--- src/rtl/pipeline_hazard_ctrl.sv ---
// -----------------------------------------------------------------------------
// pipeline_hazard_ctrl
//
// Sequencing controller for a classic 5-stage pipeline (IF, ID, EX, MEM, WB).
// Drives the load enables and flush controls of the IF/ID, ID/EX, EX/MEM and
// MEM/WB registers and the PC.
//   * Detects load-use hazards and inserts a bubble into ID/EX.
//   * Flushes IF/ID and ID/EX when a branch/jump resolves taken in EX.
//   * Freezes the entire pipeline while data memory has not completed.
//   * Runs a fixed-length drain sequence after reset release.
// The register enables also serve as clock-gate enables, so an enable of 0
// must really mean "this register does not change".
//
// Parameters
//   INIT_CYCLES  cycles after reset release with PC held and IF/ID, ID/EX
//                flushed (must be >= 1)
//   MEM_TIMEOUT  consecutive frozen cycles that set mem_timeout
//   CNT_W        width of the saturating performance counters
//
// Ports
//   clk          in   1      clock, all state updates on the rising edge
//   reset_n      in   1      asynchronous, active-low reset
//   id_rs1       in   5      rs1 of the instruction in ID
//   id_rs2       in   5      rs2 of the instruction in ID
//   id_use_rs1   in   1      ID instruction reads rs1
//   id_use_rs2   in   1      ID instruction reads rs2
//   ex_rd        in   5      rd of the instruction in EX
//   ex_mem_read  in   1      EX instruction is a load
//   ex_br_taken  in   1      branch/jump resolved taken in EX this cycle
//   dmem_req     in   1      MEM stage is accessing data memory this cycle
//   dmem_ready   in   1      data memory completes the access this cycle
//   pc_en        out  1      PC update enable
//   if_id_en     out  1      IF/ID load enable
//   if_id_flush  out  1      IF/ID loads a NOP at the next edge
//   id_ex_en     out  1      ID/EX load enable
//   id_ex_flush  out  1      ID/EX loads a bubble at the next edge
//   ex_mem_en    out  1      EX/MEM load enable
//   mem_wb_en    out  1      MEM/WB load enable
//   stall_cnt    out  CNT_W  cycles with pc_en=0 outside INIT, saturating
//   flush_cnt    out  CNT_W  taken-branch flush events, saturating
//   mem_timeout  out  1      sticky: memory freeze lasted MEM_TIMEOUT cycles
// -----------------------------------------------------------------------------
module pipeline_hazard_ctrl #(
  parameter int INIT_CYCLES = 4,
  parameter int MEM_TIMEOUT = 64,
  parameter int CNT_W       = 16
) (
  input  logic             clk,
  input  logic             reset_n,
  input  logic [4:0]       id_rs1,
  input  logic [4:0]       id_rs2,
  input  logic             id_use_rs1,
  input  logic             id_use_rs2,
  input  logic [4:0]       ex_rd,
  input  logic             ex_mem_read,
  input  logic             ex_br_taken,
  input  logic             dmem_req,
  input  logic             dmem_ready,
  output logic             pc_en,
  output logic             if_id_en,
  output logic             if_id_flush,
  output logic             id_ex_en,
  output logic             id_ex_flush,
  output logic             ex_mem_en,
  output logic             mem_wb_en,
  output logic [CNT_W-1:0] stall_cnt,
  output logic [CNT_W-1:0] flush_cnt,
  output logic             mem_timeout
);

  // init_cnt only has to reach INIT_CYCLES-1.
  localparam int INIT_W = (INIT_CYCLES > 1) ? $clog2(INIT_CYCLES) : 1;
  localparam logic [INIT_W-1:0] INIT_LAST = INIT_W'(INIT_CYCLES - 1);

  // wait_cnt saturates at MEM_TIMEOUT, so it needs to hold that value.
  localparam int WAIT_W = $clog2(MEM_TIMEOUT + 1);
  localparam logic [WAIT_W-1:0] WAIT_LIMIT = WAIT_W'(MEM_TIMEOUT);

  typedef enum logic [1:0] {
    ST_INIT     = 2'd0,
    ST_RUN      = 2'd1,
    ST_MEM_WAIT = 2'd2
  } state_e;

  state_e            state_q, state_d;
  logic [INIT_W-1:0] init_cnt_q, init_cnt_d;
  logic [WAIT_W-1:0] wait_cnt_q, wait_cnt_d;
  logic [CNT_W-1:0]  stall_cnt_q, stall_cnt_d;
  logic [CNT_W-1:0]  flush_cnt_q, flush_cnt_d;
  logic              mem_timeout_q, mem_timeout_d;

  // ---------------------------------------------------------------------------
  // Hazard decode
  // ---------------------------------------------------------------------------
  logic            freeze;
  logic            load_use;
  logic            active;
  logic [1:0][4:0] src_reg;
  logic [1:0]      src_use;
  logic [1:0]      src_hit;

  assign src_reg[0] = id_rs1;
  assign src_reg[1] = id_rs2;
  assign src_use[0] = id_use_rs1;
  assign src_use[1] = id_use_rs2;

  // One comparator per ID source operand against the load destination.
  genvar gi;
  generate
    for (gi = 0; gi < 2; gi++) begin : g_src
      assign src_hit[gi] = src_use[gi] & (src_reg[gi] == ex_rd);
    end
  endgenerate

  // x0 is hardwired to zero, so a load targeting it never creates a hazard.
  assign load_use = ex_mem_read & (ex_rd != 5'd0) & (|src_hit);

  // A ready without a request is meaningless and must not release anything.
  assign freeze = dmem_req & ~dmem_ready;

  // RUN and MEM_WAIT share the same priority evaluation.
  assign active = (state_q == ST_RUN) || (state_q == ST_MEM_WAIT);

  // ---------------------------------------------------------------------------
  // State register and bookkeeping registers
  // ---------------------------------------------------------------------------
  always_ff @(posedge clk or negedge reset_n) begin
    if (!reset_n) begin
      state_q       <= ST_INIT;
      init_cnt_q    <= '0;
      wait_cnt_q    <= '0;
      stall_cnt_q   <= '0;
      flush_cnt_q   <= '0;
      mem_timeout_q <= 1'b0;
    end else begin
      state_q       <= state_d;
      init_cnt_q    <= init_cnt_d;
      wait_cnt_q    <= wait_cnt_d;
      stall_cnt_q   <= stall_cnt_d;
      flush_cnt_q   <= flush_cnt_d;
      mem_timeout_q <= mem_timeout_d;
    end
  end

  // ---------------------------------------------------------------------------
  // Next-state logic
  // ---------------------------------------------------------------------------
  always_comb begin
    state_d    = state_q;
    init_cnt_d = '0;
    case (state_q)
      ST_INIT: begin
        if (init_cnt_q == INIT_LAST) begin
          state_d = ST_RUN;
        end else begin
          init_cnt_d = init_cnt_q + 1'b1;
        end
      end
      ST_RUN, ST_MEM_WAIT: begin
        // A taken branch seen during a freeze is simply re-evaluated once the
        // memory releases, because EX is held and still presents it.
        state_d = freeze ? ST_MEM_WAIT : ST_RUN;
      end
      default: begin
        state_d = ST_INIT;
      end
    endcase
  end

  // ---------------------------------------------------------------------------
  // Output logic (Mealy: state plus current inputs)
  // ---------------------------------------------------------------------------
  always_comb begin
    // Drain values: PC held, front end flushed, back end allowed to empty.
    pc_en       = 1'b0;
    if_id_en    = 1'b1;
    if_id_flush = 1'b1;
    id_ex_en    = 1'b1;
    id_ex_flush = 1'b1;
    ex_mem_en   = 1'b1;
    mem_wb_en   = 1'b1;
    case (state_q)
      ST_RUN, ST_MEM_WAIT: begin
        if (freeze) begin
          pc_en       = 1'b0;
          if_id_en    = 1'b0;
          if_id_flush = 1'b0;
          id_ex_en    = 1'b0;
          id_ex_flush = 1'b0;
          ex_mem_en   = 1'b0;
          mem_wb_en   = 1'b0;
        end else if (ex_br_taken) begin
          // The ID instruction is squashed, so any hazard it has is moot.
          pc_en       = 1'b1;
          if_id_en    = 1'b1;
          if_id_flush = 1'b1;
          id_ex_en    = 1'b1;
          id_ex_flush = 1'b1;
          ex_mem_en   = 1'b1;
          mem_wb_en   = 1'b1;
        end else if (load_use) begin
          // Hold PC and IF/ID, let the load advance, bubble into EX.
          pc_en       = 1'b0;
          if_id_en    = 1'b0;
          if_id_flush = 1'b0;
          id_ex_en    = 1'b1;
          id_ex_flush = 1'b1;
          ex_mem_en   = 1'b1;
          mem_wb_en   = 1'b1;
        end else begin
          pc_en       = 1'b1;
          if_id_en    = 1'b1;
          if_id_flush = 1'b0;
          id_ex_en    = 1'b1;
          id_ex_flush = 1'b0;
          ex_mem_en   = 1'b1;
          mem_wb_en   = 1'b1;
        end
      end
      default: begin
      end
    endcase
  end

  // ---------------------------------------------------------------------------
  // Counters and timeout flag
  // ---------------------------------------------------------------------------
  always_comb begin
    stall_cnt_d   = stall_cnt_q;
    flush_cnt_d   = flush_cnt_q;
    wait_cnt_d    = '0;
    mem_timeout_d = mem_timeout_q;

    if (active && !pc_en && (stall_cnt_q != {CNT_W{1'b1}})) begin
      stall_cnt_d = stall_cnt_q + 1'b1;
    end

    if (active && !freeze && ex_br_taken && (flush_cnt_q != {CNT_W{1'b1}})) begin
      flush_cnt_d = flush_cnt_q + 1'b1;
    end

    // wait_cnt counts every frozen edge of the current freeze, including the
    // RUN cycle that enters MEM_WAIT, so it equals the number of frozen edges
    // seen so far. Any non-frozen active cycle leaves MEM_WAIT and clears it.
    if (active && freeze) begin
      wait_cnt_d = (wait_cnt_q == WAIT_LIMIT) ? wait_cnt_q : wait_cnt_q + 1'b1;
      if (wait_cnt_d == WAIT_LIMIT) begin
        mem_timeout_d = 1'b1;
      end
    end
  end

  assign stall_cnt   = stall_cnt_q;
  assign flush_cnt   = flush_cnt_q;
  assign mem_timeout = mem_timeout_q;

endmodule

--- config.mk ---
export PLATFORM = sky130hd
export DESIGN_NAME = pipeline_hazard_ctrl
export DESIGN_NICKNAME = d
export VERILOG_FILES = /design/src/rtl/pipeline_hazard_ctrl.sv
export SDC_FILE = /design/constraint.sdc
export NUM_CORES = 1
export LEC_CHECK = 0
export BUFFER_PORTS_ARGS = -buffer_cell sky130_fd_sc_hd__buf_4
export CAP_MARGIN = 5
export CORE_MARGIN = 1.5
export CORE_UTILIZATION = 30
export DETAILED_ROUTE_END_ITERATION = 7
export PLACE_DENSITY_LB_ADDON = 0.3
export SYNTH_ARGS = -nofsm -noshare
export SYNTH_HDL_FRONTEND = slang
export SYNTH_SLANG_ARGS = --single-unit
--- constraint.sdc ---
create_clock -name clk -period 3.2 [get_ports clk]
set_clock_uncertainty 0.2 [all_clocks]
set_input_delay 0.32 -clock clk [delete_from_list [all_inputs] [get_ports clk]]
set_output_delay 0.32 -clock clk [all_outputs]
set_load 0.01 [all_outputs]
==> results of run 1 <==
## state kept, by name (all words and copies together) (netlist names)
name and cells:
flush_cnt 16, stall_cnt 16, wait_cnt_q 7, state_q 2, init_cnt_q 2, mem_timeout 1
## through the flow
stage | cells | utilization, % | worst slack [ps]
floorplan | 221 | - | 1130
global placement | 379 | 39.0 | 875
detailed placement | 379 | 39.0 | 766
CTS | 387 | 40.3 | 514
global route | 387 | 40.3 | 343
finish | 387 | 40.3 | 533
## worst max path at each step
stage                     from            to  slack [ps]  cells after the start
floorplan           state_q[0]  stall_cnt[1]        1130                      8
global placement    state_q[0]  stall_cnt[1]         880                      7
detailed placement  state_q[0]  stall_cnt[1]         770                      7
CTS                 state_q[0]      if_id_en         510                      7
global route        state_q[0]      if_id_en         340                      7
finish              state_q[0]      if_id_en         530                      7
## kinds of logic after synthesis
group | count (synthesis)
compound gates | 13
xor+xnor | 46
fa+ha+maj | 7
buf+inv | 11
flops | 44
mux | 2
simple gates | 98
## worst max-delay path: stages, from the launching register on
cell,delay (ps)
dfrtp_1,350
inv_1,60
ha_1,310
inv_1,60
nor2_1,280
a31o_1,520
nand2_1,110
buf_4,160
## per-layer routing
metal,track usage [%],vias to the layer above,routed length (µm)
li1,-,889,-
met1,16.0,869,2270
met2,20.2,38,2270
met3,3.45,4,204
met4,2.91,0,37
met5,0,-,0
## where the power goes
part | switching (µW) | internal, µW | leakage (µW)
Clock | 185 | 148 | 0.0000400
Sequential | 73.0 | 630 | 0.000599
Combinational | 300 | 258 | 0.000728
## cell usage in the layout (no fill, tap or decap), types with 2 or more instances in the layout
| cell | instances |
|---|---|
| nor3_1 | 2 |
| xnor2_1 | 39 |
| o22ai_1 | 2 |
| dfrtp_1 | 44 |
| clkbuf_8 | 5 |
| ha_1 | 7 |
| buf_4 | 63 |
| nand2_1 | 17 |
| nand2b_1 | 2 |
| o21ai_0 | 3 |
| a31oi_1 | 3 |
| and2_1 | 5 |
| nor2_1 | 21 |
| nand3b_1 | 2 |
| nand3_1 | 14 |
| xor2_1 | 7 |
| nand4_1 | 14 |
| inv_1 | 7 |
| mux2_1 | 2 |
| and3_1 | 11 |
## cell type report
class | instances | share of cell area (%)
multi-input combinational | 166 | 38.5
sequential | 44 | 37.3
timing repair buffer | 64 | 16.4
tap | 99 | 4.19
clock buffer | 5 | 2.33
inverter | 7 | 0.890
clock inverter | 2 | 0.424
## repair_timing
item | 4_1_cts | 5_1_grt
hold buffers | 1 | 0
gates resized for setup | 0 | 0
hold endpoints to repair | 44 | 0
setup buffers | 0 | 0
==> results_dict.tcl, run 1 <==
set metrics [dict create \
    dieArea_um2 8170 \
    crit_required_ps 2680 \
    synthFlopType "dfrtp_1" \
    viasPerCell 4.65 \
    syn_nets 251 \
    hold_viol 0 \
    crit_path_start_kind "register" \
    relSlewSlack_pct 62.2 \
    synth_commonest_cells "dfrtp_1, xnor2_1, nor2_1" \
    vias 1800 \
    wire_per_inst_um 12.4 \
    status "complete, no violations" \
    worst_pin_slew_ps 568 \
    r2r_start "state_q[0]" \
    critical_path_peak_fanout 17 \
    cts_tree "yes" \
    seqCellArea_um2 1100 \
    clock-sinks 44 \
    syn_inst 221 \
    syn_area_um2 2290 \
    synthSimpleGateAreaFrac_pct 23.5 \
    drc 0 \
    core_area_um2 7330 \
    cp-end-kind "output port" \
    layout-drive-gt1-share_pct 26.4 \
    synthAdderAreaFrac_pct 3.83 \
    grtUsageTotal_pct 12.3 \
    grt_pass1_wl_mm 8.30 \
    slew_violations 0 \
    crit_type "register to output port" \
    grt-ovfl-total 0 \
    dp_hpwl_mm 3.56 \
    holdPathStages 1 \
    hold_ws_ps 245 \
    synth.most_common_cell "dfrtp_1" \
    rr_endpoint "stall_cnt[1]" \
    synth_edf_count 0 \
    clock_latency_ps 290 \
    n_antenna_cell 0 \
    drt_iter0_drc 80 \
    cap_violations 0 \
    start_util_pct 31.2 \
    power_density_nw_per_um2 540 \
    reg2reg_slack_ps 780 \
    synthMuxAreaShare_pct 0.984 \
    pin_count 63 \
    period_share_pct 83.4 \
    dieWidth_um 90.4 \
    worst_hold_path.endpoint "init_cnt_q[0]" \
    rows 31 \
    synth-compound-area-share_pct 3.77 \
    rsz0062_at_grt "no" \
    hp-class "register to register" \
    port_buffers 62 \
    power_leakage_uw 0.00137 \
    yosysSeqAreaShare_pct 48.1 \
    clk_root_buffer_cell "clkbuf_8" \
    fin_crit_ps 2670 \
    cts_inserted_buffers 5 \
    areaGrowthSynthToFinish_pct 29.0 \
    setup_viol 0 \
    syn_avg_cell_area_um2 10.4 \
    grt_pass1_vias 1795 \
    clock.fmax_ghz 0.375 \
    synthArstFlopShare_pct 100 \
    drtPass1Iterations 4 \
    htree_levels 2 \
    dpl_cell_area_um2 2860 \
    die_h_um 90.4 \
    synth_warnings 0 \
    ir_drop_uv 253 \
    place.gp.congestion 0.781 \
    fill_cells 736 \
    clkTransAtPathRegs_ps 80 \
    final_area_um2 2950 \
    synth_top_family_by_area "simple AND/OR/NAND/NOR gates" \
    yosys-top-cells-area "dfrtp_1, xnor2_1, ha_1" \
    grt_start_max_net_pins 45 \
    ys_types 35 \
    tns_ps 0 \
    multi_input_area_um2 1140 \
    routed_wl_mm 4.79 \
    r2r_cells 7 \
    postRouteAntennaNets 0 \
    nets 318 \
    hp-start "init_cnt_q[0]" \
    synth_seq_cells 44 \
    synth_top_area_share_pct 48.1 \
    yosys.area.top_type "dfrtp_1" \
    critPathArrivalTime_ps 2150 \
    antenna_found_initial 0 \
    synth_xor_area_share_pct 17.6 \
    cts.path.max_buffers 2 \
    finalPower_uw 1590 \
]
Note: power is estimated with default switching activity, not from simulation.
==> run 2: changes to the inputs <==
ABC_AREA = 1   (was unset)
clock period = 2.7 ns   (was 3.2 ns; I/O delays follow)
==> results_dict.tcl, run 2 <==
set metrics [dict create \
    vias 2572 \
    n_antenna_cell 0 \
    place.gp.congestion 0.773 \
    cts_tree "yes" \
    synth_commonest_cells "nand2_1, inv_1, dfrtp_1" \
    setup_slack_ps 369 \
    synth_edf_count 0 \
    relSlewSlack_pct 61.1 \
    grt_start_max_net_pins 45 \
    clk_root_buffer_cell "clkbuf_8" \
    clock_latency_ps 300 \
    layout_common_cells "nand2_1, buf_4, inv_1" \
    ir_drop_uv 218 \
    clock-sinks 44 \
    dieArea_um2 10100 \
    cts_inserted_buffers 5 \
    die_h_um 101 \
    cap_violations 0 \
    max_stage_delay_ps 380 \
    hold_viol 0 \
    tns_ps 0 \
    rows 35 \
    dp.cells 565 \
    syn_inst 382 \
    port_buffers 62 \
    synth_top_area_share_pct 38.6 \
    status "complete, no violations" \
    hp-start "init_cnt_q[0]" \
    htree_levels 2 \
    synth_seq_cells 44 \
    hold_ws_ps 240 \
    pin_count 63 \
    worst_hold_path.endpoint "init_cnt_q[0]" \
    worst_pin_slew_ps 584 \
    cpMaxStageDelayCell "dfrtp_1" \
    hp-class "register to register" \
    crit_path_start_kind "register" \
    period_share_pct 86.3 \
    setup_viol 0 \
    dp_hpwl_mm 4.78 \
    r2r_start "stall_cnt[0]" \
    syn_nets 412 \
    synth_warnings 0 \
    reg2reg_slack_ps 590 \
    holdPathStages 1 \
    syn_area_um2 2860 \
    synthArstFlopShare_pct 100 \
    viasPerCell 4.48 \
    nets 474 \
    fin_crit_ps 2330 \
    grtUsageTotal_pct 13.7 \
    rsz0062_at_grt "no" \
    cp_cell_sequence "inv_1 > ha_1 > inv_1 > nor2_1 > clkinv_1 > buf_4" \
    drtPass1Iterations 4 \
    layout_commonest_cell "nand2_1" \
    power_leakage_uw 0.00183 \
    routed_wl_mm 6.43 \
    rr_endpoint "stall_cnt[0]" \
    dp_slack_ps 604 \
    drt_iter0_drc 103 \
    layout-drive-gt1-share_pct 20.9 \
    synth.most_common_cell "nand2_1" \
    core_area_um2 9240 \
    wire_per_inst_um 11.2 \
    critPathArrivalTime_ps 1860 \
    yosys-top-cells-area "dfrtp_1, nand2_1, inv_1" \
    r2r_cells 8 \
    cts.repair.resized 0 \
    crit_type "register to output port" \
    power_density_nw_per_um2 706 \
    critical_path_peak_fanout 10 \
    crit_required_ps 2230 \
    antenna_found_initial 0 \
    final_cells 574 \
    cts.path.max_buffers 2 \
    cp_common_cell "inv_1" \
    finalPower_uw 2510 \
    synthFlopType "dfrtp_1" \
    clock.fmax_ghz 0.429 \
    cp-end-kind "output port" \
    syn_avg_cell_area_um2 7.47 \
    grt-ovfl-total 0 \
    worstSetupStartpoint "state_q[0]" \
    ys_types 30 \
    grt_pass1_wl_mm 11.3 \
    grt_pass1_vias 2473 \
    start_util_pct 30.9 \
    slew_violations 0 \
    postRouteAntennaNets 0 \
    dieWidth_um 101 \
    areaGrowthSynthToFinish_pct 24.4 \
    yosys.area.top_type "dfrtp_1" \
    yosysSeqAreaShare_pct 38.6 \
    clkTransAtPathRegs_ps 80 \
    drc 0 \
]
## run 2: final cells by class
cell class | instances | area, µm²
Clock buffer | 7 | 96.3
Clock inverter | 1 | 30.0
Fill cell | 999 | 5690
Inverter | 49 | 184
Multi-Input combinational cell | 279 | 1490
Sequential cell | 44 | 1100
Tap cell | 129 | 161
Timing Repair Buffer | 65 | 490
## run 2: report_power, final
part / total, µW / switching, µW / internal [µW]
Combinational: 1020 / 611 / 411
Clock: 561 / 235 / 327
Sequential: 924 / 141 / 783
## run 2: stage by stage
| stage | instance area (µm²) | utilization, % |
|---|---|---|
| floorplan | 2860 | - |
| global placement | 3420 | 37.0 |
| detailed placement | 3420 | 37.0 |
| CTS | 3550 | 38.4 |
| global route | 3550 | 38.4 |
| finish | 3550 | 38.4 |
## run 2: layer usage
metal | wire length [µm] | global-route usage, % | vias up
li1 | - | - | 1331
met1 | 2990 | 18.0 | 1183
met2 | 3120 | 23.4 | 52
met3 | 235 | 2.15 | 6
met4 | 80 | 3.90 | 0
met5 | 0 | 0 | -
## run 2: worst max-delay path by stage
stage | slack [ps] | endpoint | cells after the start
after floorplan | 810 | flush_cnt[13] | 9
after global placement | 630 | mem_wb_en | 6
after detailed placement | 600 | stall_cnt[5] | 8
after CTS | 300 | ex_mem_en | 6
after global routing | 170 | ex_mem_en | 6
final | 370 | ex_mem_en | 6
## run 2: worst max-delay path, delay by kind of cell (launching register included)
family	cells	cell delay (ps)
adder cells (fa/ha/maj)	1	320
buffers and inverters	4	680
flip-flops	1	380
AND/OR/NAND/NOR	1	190
## run 2: what timing repair did
action	4_1_cts	5_1_grt
endpoints found under the hold margin	44	0
setup buffers	0	0
hold buffers	1	0
## run 2: kinds of logic (layout without fill, tap and decap cells)
| kind of cell | after synthesis | count (layout) | synth area share, % |
|---|---|---|---|
| simple gates | 228 | 228 | 36.7 |
| buf+inv | 59 | 122 | 9.29 |
| flops | 44 | 44 | 38.6 |
| xor+xnor | 28 | 28 | 8.59 |
| compound gates | 16 | 16 | 3.81 |
| fa+ha+maj | 7 | 7 | 3.07 |
==> run 3: changes to the inputs <==
clock period = 2.2 ns   (was 2.7 ns; I/O delays follow)
==> results_dict.tcl, run 3 (synthesis results as in run 2) <==
set metrics [dict create \
    dp_slack_ps 181 \
    grt_pass1_wl_mm 10.8 \
    final_area_um2 3570 \
    nets 478 \
    grt_start_max_net_pins 45 \
    cts_inserted_buffers 5 \
    cp_cell_sequence "inv_1 > ha_1 > nand2_1 > clkinvlp_4 > o21ai_0 > buf_4" \
    clkTransAtPathRegs_ps 80 \
    power_switching_share_pct 39.6 \
    cpMaxStageDelayCell "dfrtp_1" \
    crit_type "register to output port" \
    clk_root_buffer_cell "clkbuf_8" \
    antenna_found_initial 0 \
    pin_count 63 \
    p_int_uw 1840 \
    clock_latency_ps 290 \
    worst_hold_path.endpoint "state_q[1]" \
    cp.depth 6 \
    layout-drive-gt1-share_pct 21.7 \
    hold_viol 0 \
    rr_endpoint "stall_cnt[0]" \
    cap_violations 0 \
    clock.fmax_ghz 0.479 \
    path_buf_inv 3 \
    rsz0062_at_grt "no" \
    grt-ovfl-total 0 \
    layout_common_cells "nand2_1, buf_4, inv_1" \
    core_area_um2 9240 \
    met2_usage_pct 22.2 \
    pwr-share-comb_pct 43.7 \
    grt_use_met1_pct 17.5 \
    rows 35 \
    cts_tree "yes" \
    slew_violations 0 \
    port_buffers 62 \
    viasPerCell 4.50 \
    drt_iter0_drc 166 \
    crit_required_ps 1780 \
    critical_path_peak_fanout 10 \
    holdPathStages 6 \
    hp-start "dmem_ready" \
    start_util_pct 30.9 \
    setup_viol 0 \
    status "complete, no violations" \
    place.gp.congestion 0.794 \
    r2r_cells 8 \
    hp-class "input port to register" \
    power_frac_clock_pct 19.4 \
    power_leakage_uw 0.00184 \
    layout_commonest_cell "nand2_1" \
    drtPass1Iterations 4 \
    cp-end-kind "output port" \
    crit_path_start_kind "register" \
    htree_levels 2 \
    cts.path.max_buffers 2 \
    fin_crit_ps 2090 \
    power_density_nw_per_um2 852 \
    wire_per_inst_um 11.3 \
    setup_slack_ps 112 \
    grt_pass1_vias 2365 \
    clock-sinks 44 \
    max_stage_delay_ps 380 \
    dieWidth_um 101 \
    grtUsageTotal_pct 13.1 \
    p_seq_share_pct 36.9 \
    critical_path.top_delay_family "buffers and inverters" \
    grt.busiest_layer "met2" \
    period_share_pct 94.9 \
    dpl_cell_area_um2 3450 \
    relSlewSlack_pct 61.6 \
    areaGrowthSynthToFinish_pct 25.1 \
    r2r_start "stall_cnt[1]" \
    postRouteAntennaNets 0 \
    ir_drop_uv 319 \
    power_switching_uw 1210 \
    die_h_um 101 \
    worst_pin_slew_ps 576 \
    drc 0 \
    tns_ps 0 \
    n_antenna_cell 0 \
    vias 2593 \
    routed_wl_mm 6.51 \
    grt_use_met3_pct 1.94 \
    dp_hpwl_mm 4.88 \
    dieArea_um2 10100 \
    reg2reg_slack_ps 170 \
    critPathArrivalTime_ps 1670 \
]
run 3: cell count changes in the layout (fill, tap and decap cells not counted):
cell	before	now
clkinvlp_4	0	1
inv_1	46	45
buf_4	64	68
clkinv_1	1	0
bufinv_8	0	1
clkbuf_8	7	5
run 3: layout make-up:
| type | instances | area (µm²) |
|---|---|---|
| clock buffers | 5 | 68.8 |
| clock inverters | 1 | 30.0 |
| fillers | 989 | 5670 |
| inverters | 49 | 201 |
| multi-input cells | 279 | 1490 |
| flip-flops and latches | 44 | 1100 |
| well taps | 129 | 161 |
| repair buffers | 69 | 520 |
run 3: worst reg2reg max path, stage by stage (launching register included):
cell and delay (ps):
dfrtp_1 410, ha_1 230, nand3_2 140, nor2_4 150
nand3_1 120, nand3b_4 310, nand3_4 280, nand2_1 70
nand2_1 60
run 3: stage by stage:
step,total power (µW),utilization [%],instances,hold WS [ps]
after floorplan,1990,-,382,-276
after global placement,2430,37.3,569,66.8
after detailed placement,2450,37.3,569,63.3
after CTS,3060,38.5,576,216
after global routing,3280,38.7,576,263
final,3040,38.7,576,210
run 3: what timing repair did:
action / 4_1_cts / 5_1_grt
setup endpoints to repair: 3 / 4
buffers inserted: 0 / 0
hold buffers: 1 / 0
gates resized for setup: 1 / 2
gates cloned: 0 / 0
hold endpoints to repair: 44 / 0
run 3: metal layers:
metal / wire [µm] / vias up
li1: - / 1339
met1: 2980 / 1193
met2: 3180 / 54
met3: 252 / 7
met4: 100 / 0
met5: 0 / -
run 3: power by group through the flow:
stage                     Combinational, µW  Clock [µW]  Sequential, µW
after floorplan                         830           0            1160
after global placement                 1300           0            1130
after detailed placement               1310           0            1140
after CTS                              1320         616            1120
after global routing                   1500         638            1150
final                                  1330         591            1120
run 3: how the worst max path moves through the flow:
stage | startpoint | to | slack [ps]
after floorplan | flush_cnt[0] | flush_cnt[13] | 310
after global placement | state_q[0] | flush_cnt[10] | 220
after detailed placement | state_q[0] | flush_cnt[10] | 180
after CTS | state_q[0] | id_ex_flush | 90
after global routing | state_q[0] | id_ex_flush | 10
final | state_q[0] | id_ex_flush | 110
